[src/rtl/game_sequencer_pkg.sv]
// ============================================================================
// Module  : game_sequencer_pkg
// Brief   : Shared FSM encoding and parameter defaults for the game sequencer.
// Revision: 1.0 - initial release
// ============================================================================
`default_nettype none

package game_sequencer_pkg;

    localparam int DEF_DEB_CYCLES  = 4;
    localparam int DEF_HOLD_CYCLES = 8;
    localparam int DEF_START_LIVES = 3;

    typedef enum logic [2:0] {
        ST_IDLE   = 3'd0,
        ST_RUN    = 3'd1,
        ST_HOLD   = 3'd2,
        ST_RESULT = 3'd3,
        ST_OVER   = 3'd4
    } state_t;

    // Counter width for a counter spanning 0..n-1 (at least one bit).
    function automatic int cnt_width(input int n);
        return (n > 1) ? $clog2(n) : 1;
    endfunction

endpackage

`default_nettype wire

[src/rtl/game_sequencer_btn_debounce.sv]
// ============================================================================
// Module  : btn_debounce
// Brief   : 2-flop synchronizer, debounce counter and rising-edge press pulse.
// Revision: 1.0 - initial release
// ============================================================================
`default_nettype none

module btn_debounce
    import game_sequencer_pkg::*;
#(
    parameter int DEB_CYCLES = DEF_DEB_CYCLES
) (
    input  logic Clock,
    input  logic Reset,
    input  logic Button,
    output logic Press
);

    localparam int CW = cnt_width(DEB_CYCLES);

    logic          sync1_q, sync2_q;
    logic          level_q, level_d;
    logic [CW-1:0] cnt_q, cnt_d;
    logic          press_q, press_d;

    // The level flips on the DEB_CYCLES-th consecutive differing sample.
    always_comb begin
        level_d = level_q;
        cnt_d   = cnt_q;
        if (sync2_q == level_q) begin
            cnt_d = '0;
        end else if (cnt_q == CW'(DEB_CYCLES - 1)) begin
            level_d = sync2_q;
            cnt_d   = '0;
        end else begin
            cnt_d = cnt_q + 1'b1;
        end
        press_d = level_d & ~level_q;
    end

    always_ff @(posedge Clock or negedge Reset) begin
        if (!Reset) begin
            sync1_q <= 1'b0;
            sync2_q <= 1'b0;
            level_q <= 1'b0;
            cnt_q   <= '0;
            press_q <= 1'b0;
        end else begin
            sync1_q <= Button;
            sync2_q <= sync1_q;
            level_q <= level_d;
            cnt_q   <= cnt_d;
            press_q <= press_d;
        end
    end

    assign Press = press_q;

endmodule

`default_nettype wire

[src/rtl/game_sequencer.sv]
// ============================================================================
// Module  : game_sequencer
// Brief   : Reaction-game round sequencer: stop/freeze control, score, lives.
// Revision: 1.0 - initial release
// ============================================================================
`default_nettype none

module game_sequencer
    import game_sequencer_pkg::*;
#(
    parameter int DEB_CYCLES  = DEF_DEB_CYCLES,
    parameter int HOLD_CYCLES = DEF_HOLD_CYCLES,
    parameter int START_LIVES = DEF_START_LIVES
) (
    input  logic       Clock,
    input  logic       Reset,
    input  logic       Button,
    input  logic       Win,
    input  logic       Lose,
    output logic       Stop,
    output logic [3:0] Score,
    output logic [1:0] Lives,
    output logic       GameOver
);

    localparam int HW = cnt_width(HOLD_CYCLES);

    logic          press;
    state_t        state_q, state_d;
    logic [3:0]    score_q, score_d;
    logic [1:0]    lives_q, lives_d;
    logic [HW-1:0] hold_q, hold_d;
    logic          stop_q, stop_d;
    logic          over_q, over_d;

    btn_debounce #(
        .DEB_CYCLES (DEB_CYCLES)
    ) u_debounce (
        .Clock  (Clock),
        .Reset  (Reset),
        .Button (Button),
        .Press  (press)
    );

    always_comb begin
        state_d = state_q;
        score_d = score_q;
        lives_d = lives_q;
        hold_d  = hold_q;
        case (state_q)
            ST_IDLE: begin
                if (press) state_d = ST_RUN;
            end
            ST_RUN: begin
                if (press) state_d = ST_HOLD;
            end
            ST_HOLD: begin
                // Judge outputs are sampled exactly once, on entry to RESULT.
                state_d = ST_RESULT;
                hold_d  = '0;
                if (Win && !Lose) begin
                    if (score_q != 4'd15) score_d = score_q + 4'd1;
                end else if (lives_q != 2'd0) begin
                    lives_d = lives_q - 2'd1;
                end
            end
            ST_RESULT: begin
                if (hold_q == HW'(HOLD_CYCLES - 1)) begin
                    hold_d  = '0;
                    state_d = (lives_q == 2'd0) ? ST_OVER : ST_RUN;
                end else begin
                    hold_d = hold_q + 1'b1;
                end
            end
            ST_OVER: begin
                if (press) begin
                    score_d = 4'd0;
                    lives_d = 2'(START_LIVES);
                    state_d = ST_RUN;
                end
            end
            default: state_d = ST_IDLE;
        endcase
        // Outputs are registered from the next state so they carry no input path.
        stop_d = (state_d != ST_RUN);
        over_d = (state_d == ST_OVER);
    end

    always_ff @(posedge Clock or negedge Reset) begin
        if (!Reset) begin
            state_q <= ST_IDLE;
            score_q <= 4'd0;
            lives_q <= 2'(START_LIVES);
            hold_q  <= '0;
            stop_q  <= 1'b1;
            over_q  <= 1'b0;
        end else begin
            state_q <= state_d;
            score_q <= score_d;
            lives_q <= lives_d;
            hold_q  <= hold_d;
            stop_q  <= stop_d;
            over_q  <= over_d;
        end
    end

    assign Stop     = stop_q;
    assign Score    = score_q;
    assign Lives    = lives_q;
    assign GameOver = over_q;

endmodule

`default_nettype wire

[config.mk]
export PLATFORM = sky130hd
export DESIGN_NAME = game_sequencer
export DESIGN_NICKNAME = d
export VERILOG_FILES = /design/src/rtl/game_sequencer_pkg.sv /design/src/rtl/game_sequencer_btn_debounce.sv /design/src/rtl/game_sequencer.sv
export SDC_FILE = /design/constraint.sdc
export NUM_CORES = 1
export LEC_CHECK = 0
export CELL_PAD_IN_SITES_DETAIL_PLACEMENT = 1
export CELL_PAD_IN_SITES_GLOBAL_PLACEMENT = 1
export CORE_MARGIN = 4
export CORE_UTILIZATION = 44
export DETAILED_ROUTE_END_ITERATION = 6
export PLACE_DENSITY = 0.83
export SYNTH_ARGS = -nofsm -noshare
export SYNTH_HDL_FRONTEND = slang
export SYNTH_SLANG_ARGS = --single-unit
[constraint.sdc]
create_clock -name Clock -period 5.2 [get_ports Clock]
set_clock_uncertainty 0.1 [all_clocks]
set_input_delay 0.52 -clock Clock [delete_from_list [all_inputs] [get_ports Clock]]
set_output_delay 0.52 -clock Clock [all_outputs]
set_load 0.005 [all_outputs]
* After elaboration in Yosys (flattened, before gate mapping)
Index checks and enable logic that the tools add are counted.
** Operators by class
- $add $sub $neg :: 4
- Equality and inequality tests :: 15
- Mux-type cells :: 19
- Bitwise operators :: 2
- Reduce and logical (&&, ||, !) cells :: 10
** Operators with widths (count)
- 3-bit two-way mux :: 5
- 4-bit two-way mux :: 3
- 3-bit case mux with 4 select lines :: 1
- 2-bit two-way mux :: 5
- 3-bit == test, second input constant :: 3
- 2-bit inequality test, second input constant :: 4
- 4-bit case mux with 2 select lines :: 1
- 4-bit AND reduction :: 2
- 3-bit by 2-bit == test with 1-bit output, second input constant :: 2
- 3-bit case mux with 2 select lines :: 1
- 2-bit nonzero test :: 3
- 4-bit by 1-bit adder with 4-bit output, second input constant :: 1
- 4-bit inequality test, second input constant :: 1
- 2-bit case mux with 2 select lines :: 1
- 3-bit by 1-bit adder with 3-bit output, second input constant :: 1
- 3-bit by 1-bit == test with 1-bit output, second input constant :: 1
- 3-bit logical NOT :: 1
- 3-bit by 1-bit inequality test with 1-bit output, second input constant :: 1
- 2-bit by 1-bit adder with 2-bit output, second input constant :: 1
- 2-bit == test, second input constant :: 1
- 2-bit logical NOT :: 1
- 1-bit two-way mux :: 2
- 2-bit by 1-bit inequality test with 1-bit output, second input constant :: 1
- 2-bit OR reduction :: 1
- other kinds (6) :: 6
** Storage, ports and cells
- Register bits after elaboration :: 20
- Input port bits :: 5
- Output and inout bits :: 8

* Longest topological paths before layout
- Word-level depth :: 5
- Depth in mapped cells :: 7
- Mapped depth without buffers :: 6

* Modules after synthesis
From an unflattened synthesis, not the netlist that was laid out.
** Unflattened totals
- Cells, all modules :: 92
- Area, all modules :: 974.7 µm²
** By module, submodules not included
- game_sequencer :: instances 1, cells an instance 78, area an instance 770.7 µm², sequential area each 354.1 µm²
- btn_debounce :: instances 1, cells an instance 14, area an instance 203.9 µm², sequential area each 150.1 µm²

* Least setup slack after synthesis
Ideal clock, no wire load.
- Kind :: input to register
- Start :: input Lose
- End :: register score_q[3], in the netlist Score[3]
- Library setup time :: 135 ps
- Arrival :: 1487 ps
- Required time :: 4965 ps
- Slack :: 3478 ps
- Stages on the path :: 5
- Buffers on the path :: 1
- Cells stage by stage :: nand2b_1 or3_1 clkbuf_2 o311ai_1 o31ai_1
** On the way
- Word-level cells in the longest chain between the ends :: 4
** Ends and longest elaborated chain
- from (decl) :: RTL line game_sequencer.sv:19 : input logic Lose,
- 1-bit logical NOT :: RTL line game_sequencer.sv:61 : if (Win && !Lose) begin
- 1-bit logical AND :: RTL line game_sequencer.sv:61
- 2-bit inequality test (no line)
- 4-bit AND reduction (no line)
- to (signal assigned) :: RTL line game_sequencer.sv:99 : score_q <= score_d;
- to (decl) :: RTL line game_sequencer.sv:30 : logic [3:0] score_q, score_d;
No other way between the ends.
A chain may end at the register's enable or synchronous reset.

* Worst setup path in the final report
- Start :: register lives_q[0], in the netlist Lives[0]
- End :: output Lives[0]
** RTL lines
- from (decl) :: RTL line game_sequencer.sv:31 : logic [1:0] lives_q, lives_d;
- from (signal assigned) :: RTL line game_sequencer.sv:93 : lives_q <= 2'(START_LIVES);
- from (signal assigned) :: RTL line game_sequencer.sv:100 : lives_q <= lives_d;
- to (decl) :: RTL line game_sequencer.sv:22 : output logic [1:0] Lives,
No word-level cell between the ends.

==> qor.yml <==
status: "complete, no violations"
cts_resized: 0
required_ns: 4.58
endpoint_kind: "primary output"
first_iter_violations: 10
timing.max_cap.violations: 0
initial_core_util_pct: 48.0
use_met2_pct: 24.4
vias_per_cell: 5.49
yosys_register_bits: 20
max_freq_mhz: 500
grt_pass1_wl_um: 3080
worstMarginPinSlew_ns: 0.868
power_frac_comb_pct: 33.1
cp_slowest_stage_delay_ns: 0.58
met1_usage_pct: 18.5
cp_top_family: "flip-flops"
ctsHoldBuffers: 0
cts.htree.levels: 1
grt_max_degree: 21
timing.rr.start: "state_q[2]"
period_needed_ns: 2.00
grt_antenna_before_repair: 0
synthesis.area_um2: 970
crit_path_max_fanout: 5
ant_nets: 0
setup_tns_ns: 0
mostFrequentLayoutCell: "dfrtp_1"
cts-buffers-inserted: 3
die_area_mm2: 0.00302
cts-root-buf: "clkbuf_4"
start_kind: "register"
wl_per_cell_um: 14.4
gp_congestion: 0.661
fp-row-count: 16
io_pins: 13
syn_nets: 101
cts_tree: "built"
final-hold-violation-count: 0
maxSlewViolCount: 0
cts_buffer_depth: 2
yosysUniqueCellTypes: 34
p_sw_w: 0.000180
vdd_ir_drop_max_mv: 0.287
fin_cells: 129
yosysWarningCount: 0
cp_cell_sequence: "clkdlybuf4s50_1"
drc: 0
fin_util_pct: 55.6
layout-drive-gt1-share_pct: 8.82
die_h_um: 54.9
die_x_um: 54.9
placed_cell_area_mm2: 0.00109
clk_latency_ns: 0.29
p_seq_share_pct: 49.6
path_buf_inv: 1
final_cell_mix: "dfrtp_1, clkdlybuf4s50_1, nand2_1, inv_1, ha_1"
slowest_stage: "dfstp_2"
grt_pass1_vias: 690
stdcell_area_mm2: 0.00112
synth_cells: 91
clkSinkCount: 20
routed_wl_um: 1860
worstHoldEndpoint: "u_debounce.sync2_q"
relSlewSlack_pct: 42.0
reg2reg_to: "Score[3]"
dpl.hpwl_um: 1420
path_class: "reg2out"
worst-r2r-cell-count: 4
dpl_worst_slack_ns: 2.97
p_int_w: 0.000337
avgSynthCellArea_um2: 10.7
postCtsSetupBuffers: 0
area_delta_synth_final_pct: 16.0
leakage_nw: 0.503
setup_ws_ns: 3.20
min_from: "u_debounce.sync1_q"
top_usage_layer: "met2"
p_sw_share_pct: 34.8
cts.clk_slew.worst_paths_ns: 0.11
dp.cells: 125
clkPwrFrac_pct: 17.3
worstPathArrival_ns: 1.38
first_pass_iters: 4
cp-startpoint: "Lives[0]"
p_per_area_mw_per_mm2: 460
num_vias: 708
timing.final.crit_share_pct: 38.5
coreArea_mm2: 0.00202
n_antenna_cell: 0
yosysSeqAreaShare_pct: 52.0
grt_overflow_total: 0
grt_util_met3_pct: 3.22
hp-class: "reg2reg"
finalSetupViolations: 0
io_buffers: 12
grtUsageTotal_pct: 14.4
rsz0062_at_grt: "false"
worstHoldPathCells: 0
rrSetupSlack_ns: 3.32
nets: 113
## per-layer routing
layer | up-vias | share of wire [%]
met4 | 0 | 0
met3 | 0 | 3.8
met5 | - | 0
met2 | 10 | 49
li1 | 349 | -
met1 | 349 | 47
## power groups by stage
stage	Clock (W)	Sequential, W	Combinational (W)
final	0.0000894	0.000256	0.000171
after floorplan	0	0.000235	0.000142
after CTS	0.0000926	0.000257	0.000175
after global routing	0.000102	0.000266	0.000196
after global placement	0	0.000256	0.000165
after detailed placement	0	0.000260	0.000175
## area by class of cell
type / instances / area, um^2
Tap cell: 27 / 33.8
Multi-Input combinational cell: 60 / 408
Inverter: 6 / 22.5
Fill cell: 229 / 897
Clock buffer: 4 / 36.3
Timing Repair Buffer: 12 / 120
Sequential cell: 20 / 504
## cells by family (layout without fill, tap and decap cells)
kind of cell | after synthesis | after routing | synth area share, %
AO/OA/AOI/OAI | 25 | 25 | 17.7
multiplexers | 1 | 1 | 1.16
AND/OR/NAND/NOR | 28 | 28 | 15.9
buffers and inverters | 11 | 22 | 5.93
flip-flops | 20 | 20 | 52.0
adder cells (fa/ha/maj) | 5 | 5 | 6.45
XOR/XNOR | 1 | 1 | 0.903
## registers in the layout, summed over array words and instances (netlist names)
signal,flops
Score,4
hold_q,3
u_debounce.sync1_q,1
GameOver,1
state_q,3
u_debounce.sync2_q,1
u_debounce.Press,1
u_debounce.cnt_q,2
Stop,1
Lives,2
u_debounce.level_q,1
## Yosys cell counts
| master | count | area, um^2 |
|---|---|---|
| buf_6 | 2 | 22.5 |
| nand2_1 | 11 | 41.3 |
| and3_1 | 1 | 6.26 |
| o32ai_1 | 1 | 8.76 |
| nor2_1 | 3 | 11.3 |
| nand2b_4 | 1 | 13.8 |
| dfrtp_1 | 17 | 425 |
| o311ai_0 | 1 | 8.76 |
| mux2_2 | 1 | 11.3 |
| ha_1 | 5 | 62.6 |
| a22oi_1 | 2 | 15.0 |
| nor4bb_1 | 1 | 10.0 |
| a31oi_1 | 2 | 12.5 |
| inv_1 | 6 | 22.5 |
| nor2b_1 | 1 | 6.26 |
| nand3_1 | 1 | 5.00 |
| clkbuf_1 | 2 | 7.51 |
| o22ai_1 | 1 | 6.26 |
| and3b_1 | 1 | 8.76 |
| o31ai_1 | 4 | 30.0 |
| o211ai_1 | 1 | 7.51 |
| dfstp_2 | 3 | 78.8 |
| o22a_1 | 2 | 17.5 |
| o311ai_1 | 2 | 17.5 |
| nand2b_1 | 2 | 12.5 |
| o21ai_0 | 4 | 20.0 |
| xnor2_1 | 1 | 8.76 |
| a21oi_1 | 4 | 20.0 |
| a21o_1 | 1 | 7.51 |
| or3_1 | 1 | 6.26 |
| and2b_1 | 1 | 7.51 |
| nand3b_1 | 2 | 15.0 |
| nor3_1 | 2 | 10.0 |
| clkbuf_2 | 1 | 5.00 |
## how the worst max path moves through the flow
stage / end / slack, ns / depth (start not counted)
after global placement: Score[3] / 3.05 / 5
final: Lives[0] / 3.20 / 1
after floorplan: Score[3] / 3.48 / 5
after CTS: Lives[0] / 3.18 / 1
after global routing: Lives[0] / 3.13 / 1
after detailed placement: Score[3] / 2.97 / 5
## metrics by stage
stage	hold WS (ns)	power, W
after global placement	0.233	0.000421
final	0.262	0.000517
after detailed placement	0.236	0.000434
after floorplan	0.124	0.000376
after global routing	0.285	0.000563
after CTS	0.263	0.000524
Power figures use the tool's default switching activity.
